[src/rtl/uart_cmd_pkg.sv]
// Shared types and constants for the UART command sequencer.
// Packet length depends on UART_CMD_CHECKSUM_EN (5 bytes with checksum, 4 without).
package uart_cmd_pkg;

    localparam logic [7:0] SYNC_BYTE_DEFAULT = 8'hA5;

`ifdef UART_CMD_CHECKSUM_EN
    localparam int PKT_LEN = 5;
`else
    localparam int PKT_LEN = 4;
`endif

    typedef enum logic [2:0] {
        S_HUNT,
        S_ADDR,
        S_DHI,
        S_DLO,
        S_CSUM
    } state_t;

    function automatic logic [7:0] packet_csum(input logic [7:0] addr,
                                               input logic [7:0] dhi,
                                               input logic [7:0] dlo);
        return addr ^ dhi ^ dlo;
    endfunction

endpackage

[src/rtl/uart_cmd_gap_timer.sv]
// Inter-byte gap timer: counts idle cycles inside a packet and flags expiry
// once TIMEOUT_CYCLES-1 is reached; saturates there until cleared.
module uart_cmd_gap_timer #(
    parameter int TIMEOUT_CYCLES = 2700
) (
    input  logic clk,
    input  logic rst,
    input  logic clear,
    input  logic enable,
    output logic expire
);

    localparam int CW = (TIMEOUT_CYCLES > 1) ? $clog2(TIMEOUT_CYCLES) : 1;
    localparam logic [CW-1:0] LAST = CW'(TIMEOUT_CYCLES - 1);

    logic [CW-1:0] count;

    always_ff @(posedge clk or posedge rst) begin
        if (rst) begin
            count <= '0;
        end else if (clear) begin
            count <= '0;
        end else if (enable && (count != LAST)) begin
            count <= count + CW'(1);
        end
    end

    assign expire = enable && (count == LAST);

endmodule

[src/rtl/uart_cmd_sequencer.sv]
// Parses SYNC/ADDR/DHI/DLO[/CSUM] packets from the UART byte stream and holds
// one command for the register-write master. Checksum gated by UART_CMD_CHECKSUM_EN.
module uart_cmd_sequencer
    import uart_cmd_pkg::*;
#(
    parameter int         TIMEOUT_CYCLES = 2700,
    parameter logic [7:0] SYNC_BYTE      = SYNC_BYTE_DEFAULT
) (
    input  logic        CLK,
    input  logic        RST,
    input  logic [7:0]  RX_DATA,
    input  logic        RX_READY,
    output logic [7:0]  CMD_ADDR,
    output logic [15:0] CMD_DATA,
    output logic        CMD_VALID,
    input  logic        CMD_READY,
    output logic        ERR_CHECKSUM,
    output logic        ERR_TIMEOUT,
    output logic        ERR_OVERRUN,
    output logic        BUSY
);

    state_t      state;
    state_t      state_next;
    logic [7:0]  addr_q;
    logic [7:0]  dhi_q;
    logic [15:0] data_new;
    logic        complete;
    logic        timeout;
    logic        gap_expire;
`ifdef UART_CMD_CHECKSUM_EN
    logic [7:0]  dlo_q;
    logic        csum_bad;
    logic        err_checksum_q;
`endif

    uart_cmd_gap_timer #(
        .TIMEOUT_CYCLES(TIMEOUT_CYCLES)
    ) u_gap_timer (
        .clk   (CLK),
        .rst   (RST),
        .clear (RX_READY || (state == S_HUNT)),
        .enable(state != S_HUNT),
        .expire(gap_expire)
    );

    // A byte arriving on the expiry cycle wins over the timeout.
    always_comb begin
        state_next = state;
        complete   = 1'b0;
        timeout    = 1'b0;
`ifdef UART_CMD_CHECKSUM_EN
        csum_bad   = 1'b0;
        data_new   = {dhi_q, dlo_q};
`else
        data_new   = {dhi_q, RX_DATA};
`endif
        if ((state != S_HUNT) && !RX_READY && gap_expire) begin
            timeout    = 1'b1;
            state_next = S_HUNT;
        end else if (RX_READY) begin
            case (state)
                S_HUNT: if (RX_DATA == SYNC_BYTE) state_next = S_ADDR;
                S_ADDR: state_next = S_DHI;
                S_DHI:  state_next = S_DLO;
`ifdef UART_CMD_CHECKSUM_EN
                S_DLO:  state_next = S_CSUM;
                S_CSUM: begin
                    state_next = S_HUNT;
                    if (RX_DATA == packet_csum(addr_q, dhi_q, dlo_q)) begin
                        complete = 1'b1;
                    end else begin
                        csum_bad = 1'b1;
                    end
                end
`else
                S_DLO: begin
                    state_next = S_HUNT;
                    complete   = 1'b1;
                end
`endif
                default: state_next = S_HUNT;
            endcase
        end
    end

    always_ff @(posedge CLK or posedge RST) begin
        if (RST) begin
            state       <= S_HUNT;
            BUSY        <= 1'b0;
            addr_q      <= '0;
            dhi_q       <= '0;
            CMD_ADDR    <= '0;
            CMD_DATA    <= '0;
            CMD_VALID   <= 1'b0;
            ERR_TIMEOUT <= 1'b0;
            ERR_OVERRUN <= 1'b0;
`ifdef UART_CMD_CHECKSUM_EN
            dlo_q          <= '0;
            err_checksum_q <= 1'b0;
`endif
        end else begin
            state       <= state_next;
            BUSY        <= (state_next != S_HUNT);
            ERR_TIMEOUT <= timeout;
            ERR_OVERRUN <= complete && CMD_VALID && !CMD_READY;
`ifdef UART_CMD_CHECKSUM_EN
            err_checksum_q <= csum_bad;
`endif
            if (RX_READY) begin
                case (state)
                    S_ADDR: addr_q <= RX_DATA;
                    S_DHI:  dhi_q  <= RX_DATA;
`ifdef UART_CMD_CHECKSUM_EN
                    S_DLO:  dlo_q  <= RX_DATA;
`endif
                    default: ;
                endcase
            end
            // Reload is allowed when the held command leaves in this same cycle.
            if (complete && (!CMD_VALID || CMD_READY)) begin
                CMD_ADDR  <= addr_q;
                CMD_DATA  <= data_new;
                CMD_VALID <= 1'b1;
            end else if (CMD_VALID && CMD_READY) begin
                CMD_VALID <= 1'b0;
            end
        end
    end

`ifdef UART_CMD_CHECKSUM_EN
    assign ERR_CHECKSUM = err_checksum_q;
`else
    assign ERR_CHECKSUM = 1'b0;
`endif

endmodule

[config.mk]
export PLATFORM = sky130hd
export DESIGN_NAME = uart_cmd_sequencer
export DESIGN_NICKNAME = d
export VERILOG_FILES = /design/src/rtl/uart_cmd_pkg.sv /design/src/rtl/uart_cmd_gap_timer.sv /design/src/rtl/uart_cmd_sequencer.sv
export SDC_FILE = /design/constraint.sdc
export NUM_CORES = 1
export LEC_CHECK = 0
export ABC_CLOCK_PERIOD_IN_PS = 1800
export BUFFER_PORTS_ARGS = -buffer_cell sky130_fd_sc_hd__buf_4
export CORE_MARGIN = 2
export CORE_UTILIZATION = 36
export CTS_CLUSTER_DIAMETER = 40
export DETAILED_ROUTE_END_ITERATION = 6
export GPL_TIMING_DRIVEN = 0
export PLACE_DENSITY = 0.59
export SLEW_MARGIN = 10
export SYNTH_ARGS = -nofsm -noshare
export SYNTH_HDL_FRONTEND = slang
export SYNTH_HIERARCHICAL = 1
export SYNTH_SLANG_ARGS = --single-unit
export TNS_END_PERCENT = 100
[constraint.sdc]
create_clock -name CLK -period 1.8 [get_ports CLK]
set_input_delay 0 -clock CLK [delete_from_list [all_inputs] [get_ports CLK]]
set_output_delay 0 -clock CLK [all_outputs]
set_load 0.03 [all_outputs]
==> results of run 1 <==
==> path summary, 6_finish.rpt <==
path / endpoint / from / slack (ns) / cells past startpoint
setup / recovery: u_gap_timer/count[0] / u_gap_timer/count[4] / 0.06 / 3
hold / removal: CMD_DATA[3] / RST / 0.20 / 3
setup reg to reg: u_gap_timer/count[0] / u_gap_timer/count[4] / 0.06 / 3
hold reg to reg: CMD_DATA[5] / CMD_DATA[5] / 0.49 / 1
max in group asynchronous: state[0] / RST / 1.11 / 4
min in group CLK: state[2] / RX_READY / 0.43 / 3
==> kinds of logic after synthesis <==
logic type,Yosys count
fa+ha+maj,1
other cells,1
mux,42
simple gates,51
xor+xnor,3
flops,59
buf+inv,14
compound gates,22
==> timing repair <==
item,in CTS,in global routing
setup endpoints to repair,6,8
cloned,0,0
buffers inserted,2,6
hold buffers,11,0
resized for setup,6,14
pin swaps,1,6
hold endpoints to repair,87,0
==> registers in the layout (all words and copies together), names as in the netlist <==
signal             flops
addr_q                 8
CMD_ADDR               8
ERR_TIMEOUT            1
state                  3
CMD_DATA              16
dhi_q                  8
ERR_OVERRUN            1
u_gap_timer/count     12
BUSY                   1
CMD_VALID              1
==> placed cells by master (no fill, tap or decap), types with 3 or more instances in the layout <==
| cell type | count |
|---|---|
| mux2_2 | 29 |
| dlygate4sd3_1 | 11 |
| o21ai_0 | 7 |
| or3_1 | 4 |
| dfrtp_2 | 4 |
| xor2_1 | 3 |
| clkbuf_8 | 10 |
| mux2_4 | 8 |
| buf_4 | 51 |
| nand4_1 | 5 |
| a21oi_1 | 7 |
| nor2_1 | 5 |
| inv_1 | 5 |
| nand2_1 | 7 |
| nand2b_1 | 4 |
| mux2_1 | 4 |
| dfrtp_1 | 55 |
==> worst max-delay path, stage by stage (launching register included) <==
cell and delay (ns):
dfrtp_2 0.42, or4b_4 0.59, or4_1 0.54, o2111ai_1 0.11
==> final cells by class <==
type / instances / area, sq um / share of cell area
inverters: 6 / 22.5 / 0.00658
plain buffers: 8 / 62.6 / 0.0183
clock buffers: 10 / 138 / 0.0402
multi-input cells: 120 / 1050 / 0.307
well taps: 96 / 120 / 0.0351
flip-flops and latches: 59 / 1480 / 0.433
repair buffers: 59 / 483 / 0.141
clock inverters: 6 / 63.8 / 0.0186
==> per-stage QoR <==
step / util / hold WS [ns] / worst slack [ns] / cells
after floorplan: - / -0.135 / 0.0452 / 193
after global placement: 0.435 / 0.0565 / -0.180 / 328
after detailed placement: 0.438 / 0.00944 / -0.181 / 329
after CTS: 0.489 / 0.194 / 0.000281 / 358
after global routing: 0.501 / 0.228 / -0.00863 / 364
final: 0.501 / 0.203 / 0.0644 / 364
==> routing by layer <==
metal | up-vias | GRT usage | part of all wire
li1 | 831 | - | -
met1 | 849 | 0.166 | 0.45
met2 | 30 | 0.220 | 0.49
met3 | 4 | 0.0569 | 0.043
met4 | 0 | 0.0455 | 0.013
met5 | - | 0 | 0
==> power by group <==
part,internal (mW),switching [mW]
registers,1.82,0.260
logic,0.988,1.09
clock network,0.676,0.527
total,3.48,1.88
==> impl_metrics.yaml, run 1 <==
synthesis:
  synthXorXnorAreaFrac: 0.0103
  synth_area_leaders: "dfrtp_1 58%, mux2_2 13%, mux2_4 4.7%, a21oi_1 1.8%, mux2_1 1.8%"
  netlist_instances: 193
  ys_types: 41
  syn_area_sq_um: 2560
  yosys.area.top_type: "dfrtp_1"
  synth_top_family_by_area: "multiplexers"
  synth_edf_count: 0
  synth_top_area_share: 0.577
  ys_seq_area_frac: 0.577
  muxShareOfSynthArea: 0.196
  yosysMostFrequentCell: "dfrtp_1"
  ys_ff_latch: 59
  async_flop_share: 1.00
  synth_area_per_cell_sq_um: 13.3
  yosys_warnings: 6
  ys_top_cells_by_count: "59 x dfrtp_1, 29 x mux2_2, 9 x a21oi_1"
  synth-compound-area-share: 0.0499
  synthSimpleGateAreaFrac: 0.130
  syn_nets: 206
  synth_ff_type: "dfrtp_1"
  synth_adder_area_share: 0.00489
worst_setup_path:
  cp.arrival_ns: 1.98
  path_max_fanout: 4
  crit_required_ns: 2.05
  crit_path_start_kind: "flop"
  path_class: "reg -> reg"
  end_kind: "flop"
final_layout:
  drive_gt1_frac: 0.481
  fillers: 632
  finalNetCount: 276
  design_area_sq_um: 3420
  antennaDiodeCount: 0
  area_growth_pct: 33.7
clocking:
  cts_root_buf: "clkbuf_8"
  clkLatencyLatePin_ns: 0.33
  cts_max_path_buffers: 2
  cts_inserted_buffers: 9
  cts.sinks: 59
  path_clk_slew_ns: 0.07
  htreeDepth: 3
  cts_tree: "done"
pwr:
  total_power_mw: 5.36
  p_per_area_nw_per_um2: 1570
  p_leak_nw: 1.56
  vdd.ir_drop.worst_uv: 617
routing:
  wirelength_mm: 4.96
  wl_per_cell_um: 13.6
  vias: 1714
  vias_per_cell: 4.71
  drtPass1Iterations: 4
  drt_iter0_markers: 75
  drc_errors: 0
  ant_nets: 0
floorplan:
  die_x_um: 88.3
  die_h_um: 88.3
  die_area_sq_um: 7800
  start_util: 0.375
  ios: 41
  core_sq_um: 6830
  row_count: 30
timing:
  hold_viol: 0
  clock_skew_ns: 0.00702
  finalSetupViolations: 0
  tns_ns: 0
  period_minus_slack_ns: 1.74
  finalCritPeriodShare: 0.964
  max_freq_mhz: 576
  slew_violations: 0
place:
  placed_area_sq_um: 2990
  dpl.hpwl_mm: 3.42
  io_buffers: 39
  gp_congestion: 0.746
grt:
  grt_pass1_vias: 1708
  grt_max_degree: 33
  groute.usage.overall: 0.136
  grt_antenna_before_repair: 0
  grt_first_pass_wirelength_mm: 7.98
  gr-total-overflow: 0
status:
  status: "complete, no violations"
worst_hold_path:
  hold_class: "in -> async"
flow_run:
  cap_violations: 0
Power figures use the tool's default switching activity.
==> run 2, diff against run 1 <==
--- a/config.mk
+++ b/config.mk
@@ -8,11 +8,11 @@
 export ABC_CLOCK_PERIOD_IN_PS = 1800
 export BUFFER_PORTS_ARGS = -buffer_cell sky130_fd_sc_hd__buf_4
 export CORE_MARGIN = 2
-export CORE_UTILIZATION = 36
+export CORE_UTILIZATION = 29
 export CTS_CLUSTER_DIAMETER = 40
 export DETAILED_ROUTE_END_ITERATION = 6
 export GPL_TIMING_DRIVEN = 0
-export PLACE_DENSITY = 0.59
+export PLACE_DENSITY = 0.5
 export SLEW_MARGIN = 10
 export SYNTH_ARGS = -nofsm -noshare
 export SYNTH_HDL_FRONTEND = slang
==> constraint.sdc (replaced) <==
create_clock -name CLK -period 1.8 [get_ports CLK]
set_input_delay 0.27 -clock CLK [delete_from_list [all_inputs] [get_ports CLK]]
set_output_delay 0.27 -clock CLK [all_outputs]
set_load 0.03 [all_outputs]
==> impl_metrics.yaml, run 2 (synthesis gave the netlist of run 1 again) <==
worst_setup_path:
  rrSetupSlack_ns: 0.08
  crit_required_ns: 2.05
  path_class: "reg -> reg"
  cp.arrival_ns: 1.97
  r2r_end: "u_gap_timer/count[0]"
  crit_path_start_kind: "flop"
  end_kind: "flop"
  path_max_fanout: 3
  crit_slowest_cell: "or4b_4"
  cp_top_family: "simple AND/OR/NAND/NOR gates"
  crit_path_end: "u_gap_timer/count[0]"
  r2r_start: "u_gap_timer/count[4]"
  path_depth: 3
  cp_num_buf_inv: 0
  slowest_delay_ns: 0.57
  cp-startpoint: "u_gap_timer/count[4]"
  path_cells: "or4b_4, or4_1, o2111ai_1"
  reg2regPathDepth: 3
timing:
  max_freq_mhz: 582
  hold_viol: 0
  slew_violations: 0
  period_minus_slack_ns: 1.72
  finalSetupViolations: 0
  finalCritPeriodShare: 0.955
  clock_skew_ns: 0.00944
place:
  gp_congestion: 0.720
  placed_area_sq_um: 3010
  io_buffers: 39
  dpl.hpwl_mm: 3.45
final_layout:
  layout.cells.most_common_list: "55 x dfrtp_1, 49 x buf_4, 29 x mux2_2"
  top_register: "CMD_DATA"
  area_growth_pct: 31.6
  drive_gt1_frac: 0.500
  final_common_cell: "dfrtp_1"
  largestRegisters: "CMD_DATA x16, u_gap_timer/count x12"
  design_area_sq_um: 3370
  largest_register_ffs: 16
  antennaDiodeCount: 0
  finalNetCount: 266
clocking:
  cts_max_path_buffers: 2
  cts_root_buf: "clkbuf_8"
  cts.sinks: 59
  htreeDepth: 3
  cts_tree: "done"
  path_clk_slew_ns: 0.07
  cts_inserted_buffers: 9
  clkLatencyLatePin_ns: 0.33
pwr:
  vdd.ir_drop.worst_uv: 476
  swShare: 0.349
  pwr-share-comb: 0.375
  p_per_area_nw_per_um2: 1640
  clockPowerShare: 0.246
  seq_power_share: 0.379
  p_int_mw: 3.59
  p_leak_nw: 1.53
  total_power_mw: 5.52
  p_sw_mw: 1.93
grt:
  use_met1: 0.155
  gr-total-overflow: 0
  use_met2: 0.162
  grt-busiest-layer: "met2"
  grt_antenna_before_repair: 0
  grt_use_met3: 0.0401
  groute.usage.overall: 0.112
  grt_pass1_vias: 1665
  grt_max_degree: 28
  grt_first_pass_wirelength_mm: 8.54
routing:
  vias_per_cell: 4.65
  vias: 1701
  drc_errors: 0
  wl_per_cell_um: 13.9
  ant_nets: 0
  wirelength_mm: 5.09
  drt_iter0_markers: 56
  drtPass1Iterations: 4
floorplan:
  ios: 41
  start_util: 0.296
  die_area_sq_um: 9600
  die_x_um: 98.0
  row_count: 34
  die_h_um: 98.0
  core_sq_um: 8640
worst_hold_path:
  hold_class: "in -> reg"
  min_path_cells: 2
flow_run:
  cap_violations: 0
status:
  status: "complete, no violations"
## run 2: changes by cell type in the layout (fill, tap and decap cells not counted), sizes merged
cell,before,now
inv,7,8
buf,55,56
bufinv,1,2
dlygate4sd3,11,1
clkbuf,11,9
clkinvlp,2,0
clkinv,2,3
## run 2: cell type report
type                       instances  area, sq um
clock buffer                       9          124
fill                             851         5270
clock inverter                     7          100
tap                              108          135
buffer                             8         66.3
timing repair buffer              49          387
sequential                        59         1480
multi-input combinational        120         1050
inverter                           6         22.5
## run 2: worst min-delay path by stage
stage,from,end,slack [ns]
final,RX_READY,state[2],0.15
after global routing,RX_READY,state[2],0.15
after CTS,RX_READY,state[2],0.12
after detailed placement,RST,u_gap_timer/count[5],0.34
after global placement,RST,u_gap_timer/count[7],0.34
after floorplan,RST,u_gap_timer/count[0],0.13
## run 2: worst reg2reg max path, delay by kind of cell, from the launching register on
kind            cells  cell delay, ns
simple gates        2            1.10
flops               1            0.43
compound gates      1            0.11
## run 2: through the flow
stage          cells  hold slack [ns]   util  TNS (ns)  setup slack, ns
2_1_floorplan    193            0.135      -         0           0.0452
3_3_place_gp     340            0.337  0.346    -14.28           -0.292
3_5_place_dp     341            0.342  0.348    -0.563           -0.244
4_1_cts          360            0.119  0.379         0          0.00971
5_1_grt          366            0.146  0.390  -0.00394         -0.00394
6_report         366            0.152  0.390         0           0.0808
## run 2: metal layers
layer | up-vias | wire (um)
li1 | 817 | -
met4 | 0 | 39
met3 | 4 | 256
met2 | 32 | 2320
met5 | - | 0
met1 | 848 | 2470
## run 2: what timing repair did
action                                  in CTS  in global routing
pin swaps                                    2                  7
endpoints found under the setup margin       8                 10
resized for setup                            6                 17
buffers inserted                             2                  6
hold buffers                                 1                  0
endpoints found under the hold margin       32                  0
## run 2: power groups by stage
stage / registers (mW) / clock network, mW / logic, mW
final: 2.09 / 1.36 / 2.07
after global routing: 2.16 / 1.47 / 2.20
after CTS: 2.09 / 1.41 / 2.05
after detailed placement: 2.12 / 0 / 2.04
after global placement: 2.10 / 0 / 2.02
after floorplan: 2.60 / 0 / 0.870
==> run 3, diff against run 2 <==
--- a/config.mk
+++ b/config.mk
@@ -13,9 +13,9 @@
 export DETAILED_ROUTE_END_ITERATION = 6
 export GPL_TIMING_DRIVEN = 0
 export PLACE_DENSITY = 0.5
+export RECOVER_POWER = 25
 export SLEW_MARGIN = 10
 export SYNTH_ARGS = -nofsm -noshare
 export SYNTH_HDL_FRONTEND = slang
-export SYNTH_HIERARCHICAL = 1
 export SYNTH_SLANG_ARGS = --single-unit
 export TNS_END_PERCENT = 100
==> impl_metrics.yaml, run 3 <==
worst_setup_path:
  path_depth: 6
  slowest_delay_ns: 0.36
  crit_slowest_cell: "dfrtp_1"
  reg2regPathDepth: 6
  path_max_fanout: 10
  end_kind: "flop"
  crit_required_ns: 2.02
  r2r_start: "state[2]"
  cp_num_buf_inv: 3
  path_cells: "clkbuf_4, nand4b_1, nor2b_1, buf_4, buf_8, mux2_2"
  cp.arrival_ns: 1.91
  crit_path_start_kind: "flop"
  cp_top_family: "buffers and inverters"
  rrSetupSlack_ns: 0.11
  path_class: "reg -> reg"
  r2r_end: "CMD_ADDR[4]"
grt:
  grt_first_pass_wirelength_mm: 8.66
  grt_pass1_vias: 1689
  grt_max_degree: 60
  grt_antenna_before_repair: 0
  groute.usage.overall: 0.115
  gr-total-overflow: 0
clocking:
  path_clk_slew_ns: 0.07
  htreeDepth: 3
  cts_root_buf: "clkbuf_8"
  clkLatencyLatePin_ns: 0.33
  cts_hold_buf: 0
  cts_max_path_buffers: 2
  cts.sinks: 59
  cts_tree: "done"
  cts_inserted_buffers: 9
floorplan:
  die_x_um: 97.7
  core_sq_um: 8590
  start_util: 0.296
  die_h_um: 97.7
  ios: 41
  die_area_sq_um: 9540
  row_count: 34
timing:
  tns_ns: 0
  slew_violations: 0
  clock_skew_ns: 0.00612
  max_freq_mhz: 590
  fin_ws_ns: 0.105
  period_minus_slack_ns: 1.69
  hold_viol: 0
  rsz0062_at_grt: "false"
  finalSetupViolations: 0
  max_slew.worst_pin.slew_ns: 1.21
  slew_headroom: 0.192
  finalCritPeriodShare: 0.942
status:
  status: "complete, no violations"
final_layout:
  fillers: 886
  final_common_cell: "dfrtp_1"
  utilization: 0.374
  finalNetCount: 256
  antennaDiodeCount: 0
  drive_gt1_frac: 0.460
  area_growth_pct: 26.5
  largestRegisters: "CMD_DATA x16, u_gap_timer.count x12"
  top_register: "CMD_DATA"
  largest_register_ffs: 16
  layout.cells.most_common_list: "59 x dfrtp_1, 44 x buf_4, 39 x mux2_2"
synthesis:
  synth_area_per_cell_sq_um: 13.5
  yosys.area.top_type: "dfrtp_1"
  ys_types: 41
  syn_area_sq_um: 2540
  ys_seq_area_frac: 0.580
  synth_edf_count: 0
  ys_ff_latch: 59
  yosys_warnings: 0
  netlist_instances: 189
  synth_area_leaders: "dfrtp_1 58%, mux2_2 17%, nor4b_4 1.9%, a21oi_1 1.6%, o31ai_1 1.5%"
  ys_top_cells_by_count: "59 x dfrtp_1, 39 x mux2_2, 8 x a21oi_1"
  yosysMostFrequentCell: "dfrtp_1"
  synth_ff_type: "dfrtp_1"
  syn_nets: 202
  synth_top_area_share: 0.580
  async_flop_share: 1.00
flow_run:
  cap_violations: 0
routing:
  drc_errors: 0
  drt_iter0_markers: 98
  ant_nets: 0
  vias_per_cell: 4.75
  wl_per_cell_um: 14.4
  wirelength_mm: 5.12
  drtPass1Iterations: 4
  vias: 1691
worst_hold_path:
  min_path_cells: 2
  holdPathEnd: "dhi_q[0]"
  min-delay-start: "RX_DATA[0]"
  hold_class: "in -> reg"
place:
  gp_congestion: 0.787
  io_buffers: 39
  dpl.hpwl_mm: 3.41
  pre_cts_slack_ns: -0.0118
pwr:
  swShare: 0.353
  pwr-share-comb: 0.382
  p_per_area_nw_per_um2: 1640
  p_leak_nw: 1.39
  p_int_mw: 3.40
  p_sw_mw: 1.86
  vdd.ir_drop.worst_uv: 687
  seq_power_share: 0.393
  clockPowerShare: 0.225
-- run 3: worst register-to-register path, cell delays in order (launching register included) --
cell and delay (ns):
dfrtp_1 0.36, clkbuf_4 0.18, nand4b_1 0.24, nor2b_1 0.15, buf_4 0.17, buf_8 0.16
mux2_2 0.34
-- run 3: kinds of logic after synthesis --
family / after synthesis / synth area share
other: 1 / 0.00147
AND/OR/NAND/NOR: 50 / 0.138
XOR/XNOR: 3 / 0.0103
flip-flops: 59 / 0.580
adder cells (fa/ha/maj): 1 / 0.00492
multiplexers: 41 / 0.181
AO/OA/AOI/OAI: 22 / 0.0590
buffers and inverters: 12 / 0.0246
-- run 3: routing by layer --
metal,GRT usage,vias to the layer above,share of wire
met2,0.158,39,0.44
met1,0.162,840,0.49
met4,0.0513,0,0.014
met5,0,-,0
li1,-,805,-
met3,0.0417,7,0.053
-- run 3: cell type report --
type	count	area, sq um	share of cell area
Multi-Input combinational cell	118	1010	0.313
Clock inverter	6	66.3	0.0206
Tap cell	108	135	0.0420
Inverter	4	15.0	0.00467
Sequential cell	59	1480	0.459
Buffer	8	67.6	0.0210
Clock buffer	10	128	0.0397
Timing Repair Buffer	43	323	0.100
-- run 3: what timing repair did --
item                       CTS  global route
resized for setup            2             6
buffers inserted             0             4
cloned                       0             0
pin swaps                    0             1
setup endpoints to repair   20            28
-- run 3: power by group through the flow --
| stage | sequential [mW] | combinational, mW | clock, mW |
|---|---|---|---|
| finish | 2.07 | 2.01 | 1.18 |
| CTS | 2.08 | 2.01 | 1.22 |
| global route | 2.14 | 2.15 | 1.30 |
| floorplan | 2.60 | 0.813 | 0 |
| global placement | 2.09 | 1.98 | 0 |
| detailed placement | 2.10 | 2.00 | 0 |
-- run 3: stage by stage --
stage	instance area (sq um)	power, mW	hold WS (ns)	cells
5_1_grt	3220	5.59	0.175	356
6_report	3220	5.26	0.191	356
3_3_place_gp	2970	4.06	0.466	336
3_5_place_dp	2970	4.10	0.458	336
2_1_floorplan	2540	3.41	0.405	189
4_1_cts	3180	5.31	0.0917	352
-- run 3: worst max-delay path by stage --
stage / from / endpoint / slack (ns)
6_report: state[2] / CMD_ADDR[4] / 0.11
5_1_grt: u_gap_timer.count[0] / u_gap_timer.count[0] / 0.001
4_1_cts: state[2] / CMD_ADDR[4] / 0.01
3_5_place_dp: state[2] / CMD_ADDR[4] / -0.01
3_3_place_gp: RST / CMD_DATA[9] / -0.83
2_1_floorplan: RST / BUSY / 0.07
